==> config.mk <==
export PLATFORM = sky130hd
export DESIGN_NAME = tm1637_frame_driver
export DESIGN_NICKNAME = d
export VERILOG_FILES = /design/src/rtl/tm1637_frame_driver.sv
export SDC_FILE = /design/constraint.sdc
export NUM_CORES = 1
export LEC_CHECK = 0
export ABC_AREA = 1
export BUFFER_PORTS_ARGS = -buffer_cell sky130_fd_sc_hd__buf_2
export CORE_AREA = 2 2 58 100
export DETAILED_ROUTE_END_ITERATION = 8
export DIE_AREA = 0 0 60 102
export PLACE_DENSITY = 0.79
export SKIP_CTS_REPAIR_TIMING = 1
export SYNTH_ARGS = -nofsm -noshare
export SYNTH_HDL_FRONTEND = slang
export SYNTH_SLANG_ARGS = --single-unit
==> constraint.sdc <==
create_clock -name i_clk -period 8.4 [get_ports i_clk]
set_clock_uncertainty 0.15 [all_clocks]
set_input_delay 1.68 -clock i_clk [delete_from_list [all_inputs] [get_ports i_clk]]
set_output_delay 1.68 -clock i_clk [all_outputs]
set_load 0.01 [all_outputs]
==> src/rtl/tm1637_frame_driver.sv <==
// -----------------------------------------------------------------------------
// tm1637_frame_driver
//
// Serial frame engine for a TM1637 4-digit LED driver. Each rising edge of the
// divided clock (i_div_clk) is one protocol tick. A frame is three segments
// sent back to back:
//   1) START, CMD_DATA, STOP
//   2) START, CMD_ADDR, digit0 .. digit(N-1), STOP
//   3) START, CMD_DISP | brightness, STOP
// Bytes go out LSB first. Each byte is 8 data bits (3 ticks each) followed by
// an ACK slot (4 ticks), so one byte is 28 ticks. A frame is
// 68 + 28*(1+NUM_DIGITS) ticks long.
//
// Ports:
//   i_clk        system clock
//   i_rst        synchronous reset, active-high
//   i_div_clk    divided square wave from the clock divider (i_clk domain)
//   i_start      frame request; accepted only while o_busy = 0
//   i_data       segment bytes; digit 0 = [7:0] and is sent first
//   i_bright     brightness 0..7, ORed into CMD_DISP[2:0]
//   i_tm_dio     DIO pin read-back, sampled in the ACK slot
//   o_tm_clk     TM1637 CLK pin (push-pull)
//   o_tm_dio_oe  1 = pull DIO low, 0 = release (external pull-up)
//   o_busy       frame in progress
//   o_done       one-cycle pulse when a frame completes
//   o_nack       at least one missing ACK in the current/last frame
// -----------------------------------------------------------------------------
module tm1637_frame_driver #(
    parameter int         NUM_DIGITS = 4,
    parameter logic [7:0] CMD_DATA   = 8'h40,
    parameter logic [7:0] CMD_ADDR   = 8'hC0,
    parameter logic [7:0] CMD_DISP   = 8'h88
) (
    input  logic                    i_clk,
    input  logic                    i_rst,
    input  logic                    i_div_clk,
    input  logic                    i_start,
    input  logic [8*NUM_DIGITS-1:0] i_data,
    input  logic [2:0]              i_bright,
    input  logic                    i_tm_dio,
    output logic                    o_tm_clk,
    output logic                    o_tm_dio_oe,
    output logic                    o_busy,
    output logic                    o_done,
    output logic                    o_nack
);

    // Byte index within a segment runs 0..NUM_DIGITS (address byte + digits).
    localparam int IDX_W = (NUM_DIGITS < 1) ? 1 : $clog2(NUM_DIGITS + 1);

    typedef enum logic [2:0] {
        S_IDLE,
        S_START,
        S_BIT,
        S_ACK,
        S_STOP,
        S_DONE
    } state_t;

    state_t                    r_state;
    logic                      r_div_prev;
    logic [1:0]                r_seg;
    logic [IDX_W-1:0]          r_byte_idx;
    logic [2:0]                r_bit;
    logic [1:0]                r_phase;
    logic [8*NUM_DIGITS-1:0]   r_data;
    logic [2:0]                r_bright;

    logic                      w_tick;
    logic                      w_accept;
    logic [7:0]                w_digit;
    logic [7:0]                w_byte;
    logic                      w_last_byte;

    // One i_clk-wide pulse per rising edge of the divided clock. The history
    // register tracks the divider continuously, reset or not, so leaving
    // reset while the divider is high never fakes an edge.
    always_ff @(posedge i_clk) begin
        r_div_prev <= i_div_clk;
    end

    assign w_tick   = i_div_clk & ~r_div_prev;
    assign w_accept = i_start & ~o_busy;

    // Frame payload is captured at accept so upstream may change i_data
    // freely while the frame is on the wire.
    always_ff @(posedge i_clk) begin
        if (w_accept) begin
            r_data   <= i_data;
            r_bright <= i_bright;
        end
    end

    // Digit byte for the address segment; index 0 is the address command,
    // so digit k sits at index k+1.
    always_comb begin
        w_digit = 8'h00;
        for (int i = 0; i < NUM_DIGITS; i++) begin
            if (r_byte_idx == IDX_W'(i + 1)) begin
                w_digit = r_data[8*i +: 8];
            end
        end
    end

    // Byte currently being shifted out and whether it closes its segment.
    always_comb begin
        w_byte      = CMD_DATA;
        w_last_byte = 1'b1;
        case (r_seg)
            2'd0: begin
                w_byte      = CMD_DATA;
                w_last_byte = 1'b1;
            end
            2'd1: begin
                w_byte      = (r_byte_idx == '0) ? CMD_ADDR : w_digit;
                w_last_byte = (r_byte_idx == IDX_W'(NUM_DIGITS));
            end
            default: begin
                w_byte      = CMD_DISP | {5'b00000, r_bright};
                w_last_byte = 1'b1;
            end
        endcase
    end

    // Protocol state machine. Outside IDLE/DONE nothing moves unless w_tick
    // is high, so a stalled divider freezes pins and state.
    always_ff @(posedge i_clk) begin
        if (i_rst) begin
            r_state     <= S_IDLE;
            o_tm_clk    <= 1'b1;
            o_tm_dio_oe <= 1'b0;
            o_busy      <= 1'b0;
            o_done      <= 1'b0;
            o_nack      <= 1'b0;
            r_seg       <= 2'd0;
            r_byte_idx  <= '0;
            r_bit       <= 3'd0;
            r_phase     <= 2'd0;
        end else begin
            o_done <= 1'b0;
            case (r_state)
                // DONE is the single cycle that carries o_done; a start
                // request there is accepted exactly like in IDLE.
                S_IDLE, S_DONE: begin
                    if (w_accept) begin
                        r_state    <= S_START;
                        o_busy     <= 1'b1;
                        o_nack     <= 1'b0;
                        r_seg      <= 2'd0;
                        r_byte_idx <= '0;
                        r_bit      <= 3'd0;
                        r_phase    <= 2'd0;
                    end else begin
                        r_state <= S_IDLE;
                    end
                end

                // START: DIO falls while CLK is high.
                S_START: begin
                    if (w_tick) begin
                        o_tm_dio_oe <= 1'b1;
                        r_state     <= S_BIT;
                        r_bit       <= 3'd0;
                        r_phase     <= 2'd0;
                    end
                end

                // Data bit: CLK low, set DIO, CLK high (device latches).
                S_BIT: begin
                    if (w_tick) begin
                        case (r_phase)
                            2'd0: begin
                                o_tm_clk <= 1'b0;
                                r_phase  <= 2'd1;
                            end
                            2'd1: begin
                                o_tm_dio_oe <= ~w_byte[r_bit];
                                r_phase     <= 2'd2;
                            end
                            default: begin
                                o_tm_clk <= 1'b1;
                                r_phase  <= 2'd0;
                                if (r_bit == 3'd7) begin
                                    r_state <= S_ACK;
                                end else begin
                                    r_bit <= r_bit + 3'd1;
                                end
                            end
                        endcase
                    end
                end

                // ACK: release DIO while CLK is low, raise CLK, then sample.
                // The device answers by holding DIO low; a high reads as NACK.
                S_ACK: begin
                    if (w_tick) begin
                        case (r_phase)
                            2'd0: begin
                                o_tm_clk <= 1'b0;
                                r_phase  <= 2'd1;
                            end
                            2'd1: begin
                                o_tm_dio_oe <= 1'b0;
                                r_phase     <= 2'd2;
                            end
                            2'd2: begin
                                o_tm_clk <= 1'b1;
                                r_phase  <= 2'd3;
                            end
                            default: begin
                                if (i_tm_dio) begin
                                    o_nack <= 1'b1;
                                end
                                r_phase <= 2'd0;
                                r_bit   <= 3'd0;
                                if (w_last_byte) begin
                                    r_state <= S_STOP;
                                end else begin
                                    r_byte_idx <= r_byte_idx + IDX_W'(1);
                                    r_state    <= S_BIT;
                                end
                            end
                        endcase
                    end
                end

                // STOP: DIO low under CLK low, CLK high, then DIO rises
                // while CLK is high.
                S_STOP: begin
                    if (w_tick) begin
                        case (r_phase)
                            2'd0: begin
                                o_tm_clk    <= 1'b0;
                                o_tm_dio_oe <= 1'b1;
                                r_phase     <= 2'd1;
                            end
                            2'd1: begin
                                o_tm_clk <= 1'b1;
                                r_phase  <= 2'd2;
                            end
                            default: begin
                                o_tm_dio_oe <= 1'b0;
                                r_phase     <= 2'd0;
                                r_byte_idx  <= '0;
                                if (r_seg == 2'd2) begin
                                    r_state <= S_DONE;
                                    o_done  <= 1'b1;
                                    o_busy  <= 1'b0;
                                end else begin
                                    r_seg   <= r_seg + 2'd1;
                                    r_state <= S_START;
                                end
                            end
                        endcase
                    end
                end

                default: begin
                    r_state <= S_IDLE;
                end
            endcase
        end
    end

endmodule

* Word-level counts from Yosys, hierarchy flattened
Index checks and enable logic that the tools add are counted.
Word-level totals: bits in registers 54, input port bits 40, output and inout port bits 5, word-level logic and storage cells 156
Cells by class: add/sub/neg operators 3, $lt $le $gt $ge 1, eq/ne operators 35, multiplexer cells 72, bitwise logic cells 7, reductions and logical operators 25
Operators with widths (count):
- 3-bit 2-to-1 mux | 22
- 8-bit 2-to-1 mux | 5
- 2-bit inequality test (second input constant) | 18
- 8-bit AND reduction | 3
- 1-bit 2-to-1 mux | 21
- 5-bit AND reduction | 4
- 8-bit one-hot mux with 2 select lines | 1
- 3-bit one-hot mux with 5 select lines | 1
- 2-bit 2-to-1 mux | 7
- 7-bit AND reduction | 2
- 3-bit by 2-bit == test with 1-bit output (second input constant) | 4
- 3-bit == test (second input constant) | 4
- 1-bit one-hot mux with 2 select lines | 6
- 3-bit one-hot mux with 4 select lines | 1
- 4-bit nonzero test | 3
- 3-bit one-hot mux with 3 select lines | 1
- 2-bit one-hot mux with 2 select lines | 2
- 2-bit one-hot mux with 4 select lines | 1
- 3-bit by 1-bit adder with 3-bit output (second input constant) | 2
- 3-bit by 1-bit == test with 1-bit output (second input constant) | 2
- 3-bit zero test | 2
- 3-bit inequality test (second input constant) | 2
- 2-bit one-hot mux with 3 select lines | 1
- 3-bit nonzero test | 2
- 15 further kinds | 26

* Logic depth before layout (Yosys ltp)
Gate-level depths: netlist of run 1.
word-level depth 13, mapped depth 15, depth with buffers taken out 15

* Least setup slack after synthesis of run 1
Ideal clock, no wire load.
path type input -> register, from input i_start, to register r_state[0], setup time 0.091 ns, arrival 3.785 ns, required time 8.159 ns, path slack 4.374 ns, cell stages on the path 4, buffers on the path 0, cells stage by stage inv_1 nor2_1 nand2_1 a311oi_1
On the way: word-level cells in the longest chain between the ends 3
Ends and longest elaborated chain:
- start: declaration | RTL line 37 | input logic i_start,
- 1-bit AND | RTL line 83 | assign w_accept = i_start & ~o_busy;
- net w_accept | RTL line 70 | logic w_accept;
- 1-bit 2-to-1 mux | RTL line 145 | if (w_accept) begin
- 3-bit one-hot mux with 5 select lines | RTL line 141 | case (r_state)
- end signal: assignment | RTL line 146 | r_state <= S_START;
- end signal: assignment | RTL line 154 | r_state <= S_IDLE;
- end signal: assignment | RTL line 162 | r_state <= S_BIT;
- end: declaration | RTL line 60 | state_t r_state;
The timed path passes the listed nets, and every way through them passes these cells. A chain may end at the register's enable or synchronous reset.

* Final worst setup path of run 1
from input i_div_clk, to register r_byte_idx[2]
On the way: word-level cells in the longest chain between the ends 3, elaborated cells between the ends (all ways) 4, those cells by class eq/ne: 2; bitwise: 1; reduce/logical: 1
Ends and longest elaborated chain:
- start: declaration | RTL line 36 | input logic i_div_clk,
- 1-bit AND (*) | RTL line 82 | assign w_tick = i_div_clk & ~r_div_prev;
- 2-bit inequality test (no source line)
- 7-bit AND reduction (no source line) (*)
- end signal: assignment | RTL line 219 | r_byte_idx <= r_byte_idx + IDX_W'(1);
- end: declaration | RTL line 63 | logic [IDX_W-1:0] r_byte_idx;
Every way passes the cells marked *; elsewhere a longest branch is shown, timed or not.

==> run summary, run 1 <==
number of synthesis warnings: 0
Peak supply drop: 193.3 uV
Inst Count DP: 447
Psw: 0.0004067 W
Crit path top cell by count: nand2_1
initial antenna violation count: 0
Die X: 60 um
top cells by area, synth: edfxtp_1, dfxtp_1, nand2_1
H-tree levels: 2
layout cells sized above 1: 0.1947
final hold viol count: 0
Reg clk slew, reported paths: 90 ps
# DRC: 0
# fillers: 494
number of diodes: 0
Synth cell types: 31
first-pass GRT wire length: 10.01 mm
CP max stage delay: 280 ps
vias per inst: 5.200
actual slew at the worst max-slew pin: 492.2 ps
I/O pins: 45
placed cell area: 0.003138 mm^2
post-DR wirelength/cell: 14.16 um
Cell Area, Synth: 0.002823 mm^2
Synthesized Nets: 385
root buf cell: clkbuf_8
post-detail-place hpwl: 5.007 mm
share of total power in the clock network: 0.170
combinational share of power: 0.442
final setup vio count: 0
switching share of power: 0.4166
Port Buf Inserts: 44
Setup CP Type: primary input to flip-flop
Power Dens Cells: 301.3 mW/mm^2
clock latency on the worst-skew pair: 300 ps
Pleak: 1.469 nW
GP Congestion: 0.8982
Synth area leader: edfxtp_1
P&R area growth vs syn: 14.81%
FF-to-FF setup slack: 6040 ps
gr usage total: 0.2183
deepest clock path buffer count: 2
DRT iter0 DRCs: 99
DIE AREA: 0.006120 mm^2
status: finished clean
Worst Path Buf+Inv: 3
max-slew violations: 0
Cells after Synth: 330
Crit path max-delay family: simple AND/OR/NAND/NOR gates
WP data required: 8450 ps
Hold WC Path Type: flip-flop to flip-flop
worst path cell trace: buf_2, inv_1, nor2_1, inv_1, nand2_1, nand3_2, nand2_2, nand2_2, nor3_4, nand2_1, nand2_1, nor2_1
CTS tree: built
Detailed Route WL: 6.429 mm
Die H: 102 um
clock buffer count from CTS: 5
drt pass-1 iters: 5
Int Power: 0.0005696 W
Worst Path Arrival: 3040 ps
crit path capture type: flip-flop
Setup Total Neg Slack: 0 ps
Mean Syn Cell Area: 8.554 um^2
Max-Cap Viols: 0
flip-flop and latch count after synthesis: 54
Nets: 435
core area: 0.005299 mm^2
sequential cell fraction of total power: 0.388
initial core utilization: 0.5327
clock sink count: 54
Slowest cell on crit path: nor2_1
Max Clock Freq: 334.4 MHz
DRT antenna net count: 0
routed vias: 2361
slew margin rel.: 0.6706
largest net degree at the start of global routing: 37
Storage cell area: 0.001431 mm^2
Layout Utilization: 0.6116
cell area after layout: 0.003241 mm^2
unrepaired setup endpoints after global routing: false
vias in the first global route: 2330
Finished Layout Cells: 454
Multi-input gate area: 0.001190 mm^2
Final Critical Period: 2991 ps
crit share post-route: 0.3560
CP Max Fanout: 6
Cell Rows: 35
grt ovf: 0
register area share after synthesis: 0.5071
post-synth top area share: 0.3723
Critical Path Source Type: primary input
total power: 0.0009764 W
[path summary, 6_finish.rpt]
| kind | cells after the start | to | startpoint |
|---|---|---|---|
| setup reg to reg | 14 | o_tm_dio_oe | r_byte_idx[0] |
| setup / recovery | 12 | r_byte_idx[2] | i_div_clk |
| hold reg to reg | 2 | o_nack | o_nack |
| hold / removal | 2 | o_nack | o_nack |
[cell usage after synthesis (all sizes together)]
cell and count:
nand3 21, o21ai 13, a21oi 23, ha 15, nand2 85, clkbuf 2
a211oi 7, a22oi 3, inv 50, a311oi 1, dfxtp 19, a21boi 1
o311ai 1, nor3 3, a221oi 1, nor4 1, nand4 4, or2 3
edfxtp 35, clkinv 1, nor2 41
[cell usage in the layout, fill, tap and decap left out, types with 2 or more instances in the layout]
cell type  instances
nor3_1             2
edfxtp_1          35
inv_1             46
a22oi_1            3
buf_2             44
nand4_1            4
dfxtp_1           19
nand3_1           20
o21ai_2            2
nor2_2             3
ha_1              15
a21oi_1           22
nand2_4            2
nor2_1            37
or2_2              3
o21ai_0           11
a211oi_1           7
nand2_2            5
clkbuf_8           5
clkinv_1           2
inv_2              3
nand2_1           78
[routing by layer]
layer  up-vias  global-route usage  share of wire
li1       1183                   -              -
met1      1094              0.2133           0.36
met2        63              0.4164           0.55
met3        21             0.02785          0.037
met4         0              0.1231          0.047
met5         -                   0              0
[worst min-delay path: cells and delay by family (launching register included)]
| family | cells | cell delay, ps |
|---|---|---|
| AND/OR/NAND/NOR | 1 | 60 |
| AO/OA/AOI/OAI | 1 | 50 |
| flip-flops | 1 | 320 |
[layout make-up]
| class | count | share of cell area |
|---|---|---|
| sequential | 54 | 0.4417 |
| timing repair buffer | 45 | 0.07027 |
| clock buffer | 5 | 0.02124 |
| tap | 74 | 0.02857 |
| multi-input combinational | 223 | 0.3672 |
| clock inverter | 2 | 0.01042 |
| inverter | 51 | 0.06062 |
[power by group through the flow]
| stage | Clock [W] | Combinational, W | Sequential, W |
|---|---|---|---|
| 3_5_place_dp | 0 | 0.000429 | 0.000384 |
| 2_1_floorplan | 0 | 0.000320 | 0.000376 |
| 5_1_grt | 0.000177 | 0.000490 | 0.000386 |
| 4_1_cts | 0.000170 | 0.000432 | 0.000379 |
| 6_report | 0.000166 | 0.000432 | 0.000379 |
| 3_3_place_gp | 0 | 0.000419 | 0.000383 |
[through the flow]
step,setup WS [ps],hold WS [ps]
after floorplan,4374,310.4
after global placement,5136,305.1
after detailed placement,5074,308.9
after CTS,5399,322.4
after global routing,5258,360.3
final,5409,321.6
[cells by family after synthesis]
family,synth area share
fa+ha+maj,0.06649
compound gates,0.1064
buf+inv,0.07225
simple gates,0.2478
flops,0.5071
[state kept, by name, indices dropped and copies added, names as in the netlist]
signal       cells
r_data          32
r_bit            3
r_bright         3
r_byte_idx       3
r_state          3
r_phase          2
r_seg            2
o_busy           1
o_done           1
o_nack           1
o_tm_clk         1
o_tm_dio_oe      1
r_div_prev       1
Note: power is estimated with default switching activity, not from simulation.
==> run 2: changes to the inputs <==
--- a/config.mk
+++ b/config.mk
@@ -7,10 +7,10 @@
 export LEC_CHECK = 0
 export ABC_AREA = 1
 export BUFFER_PORTS_ARGS = -buffer_cell sky130_fd_sc_hd__buf_2
-export CORE_AREA = 2 2 58 100
+export CORE_AREA = 2 2 60 104
 export DETAILED_ROUTE_END_ITERATION = 8
-export DIE_AREA = 0 0 60 102
-export PLACE_DENSITY = 0.79
+export DIE_AREA = 0 0 62 106
+export PLACE_DENSITY = 0.77
 export SKIP_CTS_REPAIR_TIMING = 1
 export SYNTH_ARGS = -nofsm -noshare
 export SYNTH_HDL_FRONTEND = slang
==> constraint.sdc (replaced) <==
create_clock -name i_clk -period 2.4 [get_ports i_clk]
set_clock_uncertainty 0.15 [all_clocks]
set_input_delay 0.48 -clock i_clk [delete_from_list [all_inputs] [get_ports i_clk]]
set_output_delay 0.48 -clock i_clk [all_outputs]
set_load 0.01 [all_outputs]
==> run summary, run 2 (synthesized netlist as in run 1, its figures left out) <==
placed cell area: 0.003181 mm^2
Hold WC Path Type: primary input to flip-flop
root buf cell: clkbuf_8
number of flip-flops in the largest register: 32
Die H: 106 um
largest net degree at the start of global routing: 19
Setup CP Type: flip-flop to flip-flop
routed vias: 2406
Port Buf Inserts: 44
drt pass-1 iters: 4
final hold viol count: 0
CP max stage delay: 370 ps
crit share post-route: 0.8963
worst setup path startpoint: r_phase[0]
slew margin rel.: 0.7572
crit path capture type: flip-flop
CP Max Fanout: 6
worst path cell trace: inv_1, ha_4, or2_2, nand2_1, nand2_1, nor2_2, nand3_2, nand2_2, nand2_2, nor3_4, nand2_1, nand2_1, nor2_1
vias per inst: 5.163
DRT antenna net count: 0
Psw: 0.001457 W
Max-Cap Viols: 0
Biggest register: r_data
I/O pins: 45
switching share of power: 0.4267
total power: 0.003415 W
Nets: 442
Die X: 62 um
Pleak: 1.496 nW
core area: 0.005787 mm^2
final setup vio count: 0
initial antenna violation count: 0
Setup Total Neg Slack: 0 ps
WP data required: 2470 ps
Final Critical Period: 2151 ps
Critical Path Source Type: flip-flop
Worst R2R Start: r_phase[0]
grt ovf: 0
status: finished clean
actual slew at the worst max-slew pin: 364.2 ps
reg2reg path depth: 13
reg-to-reg endpoint: r_byte_idx[0]
Cell Rows: 37
post-detail-place hpwl: 5.302 mm
hold slack: 127.7 ps
max-slew violations: 0
clock latency on the worst-skew pair: 310 ps
number of diodes: 0
H-tree levels: 2
clock buffer count from CTS: 5
Layout Utilization: 0.5710
commonest non-fill, non-tap cell in the layout: nand2_1
# fillers: 554
Peak supply drop: 591.4 uV
combinational share of power: 0.462
GP Congestion: 1.014
initial core utilization: 0.4878
cell area after layout: 0.003304 mm^2
most frequent cells in the layout: nand2_1, inv_1, buf_2
Power Dens Cells: 1034 mW/mm^2
deepest clock path buffer count: 2
post-DR wirelength/cell: 14.24 um
DIE AREA: 0.006572 mm^2
share of total power in the clock network: 0.148
CTS tree: built
vias in the first global route: 2383
clock sink count: 54
crit path to: r_byte_idx[0]
Detailed Route WL: 6.636 mm
sequential cell fraction of total power: 0.390
hold path cells: 1
gr usage total: 0.2204
unrepaired setup endpoints after global routing: false
Reg clk slew, reported paths: 90 ps
Int Power: 0.001958 W
first-pass GRT wire length: 10.59 mm
Max Clock Freq: 464.9 MHz
layout cells sized above 1: 0.2268
FF-to-FF setup slack: 250 ps
# DRC: 0
DRT iter0 DRCs: 156
Crit path top cell by count: nand2_1
P&R area growth vs syn: 17.07%
Slowest cell on crit path: dfxtp_4
Worst Path Arrival: 2220 ps
-- run 2: layout make-up --
class                           instances  area [um^2]  share of cell area
Timing Repair Buffer                   52        280.3             0.08482
Sequential cell                        54         1436              0.4347
Clock buffer                            6        72.57             0.02196
Multi-Input combinational cell        223         1207              0.3654
Inverter                               51        196.4             0.05945
Tap cell                               78        97.59             0.02953
Clock inverter                          2        13.76            0.004165
-- run 2: worst min path at each step --
stage	startpoint	end	slack [ps]
after floorplan	r_seg[1]	r_seg[1]	310
after detailed placement	o_tm_clk	o_tm_clk	310
after global placement	o_nack	o_nack	300
after global routing	i_div_clk	r_div_prev	130
after CTS	i_div_clk	r_div_prev	120
final	i_div_clk	r_div_prev	130
-- run 2: power groups by stage --
| stage | Clock [W] | Sequential [W] | Combinational, W |
|---|---|---|---|
| 3_3_place_gp | 0 | 0.00134 | 0.00149 |
| 3_5_place_dp | 0 | 0.00134 | 0.00152 |
| 4_1_cts | 0.000514 | 0.00132 | 0.00153 |
| 2_1_floorplan | 0 | 0.00131 | 0.00112 |
| 6_report | 0.000507 | 0.00133 | 0.00158 |
| 5_1_grt | 0.000551 | 0.00135 | 0.00180 |
-- run 2: metal layers --
| layer | wire length, um | share of wire | vias up | global-route usage |
|---|---|---|---|---|
| met2 | 3648 | 0.55 | 81 | 0.3899 |
| met3 | 240 | 0.036 | 30 | 0.03893 |
| li1 | - | - | 1198 | - |
| met1 | 2361 | 0.36 | 1097 | 0.2106 |
| met5 | 0 | 0 | - | 0 |
| met4 | 384 | 0.058 | 0 | 0.1550 |
-- run 2: worst max-delay path: cells and delay by family (launching register included) --
family,cells,cell delay (ps)
fa+ha+maj,1,190
buf+inv,1,80
flops,1,370
simple gates,11,1270
-- run 2: metrics by stage --
| stage | setup WS (ps) | std cells |
|---|---|---|
| finish | 249.0 | 466 |
| global route | 8.467 | 466 |
| CTS | 136.8 | 464 |
| detailed placement | 148.1 | 456 |
| global placement | 167.8 | 456 |
| floorplan | 215.6 | 330 |
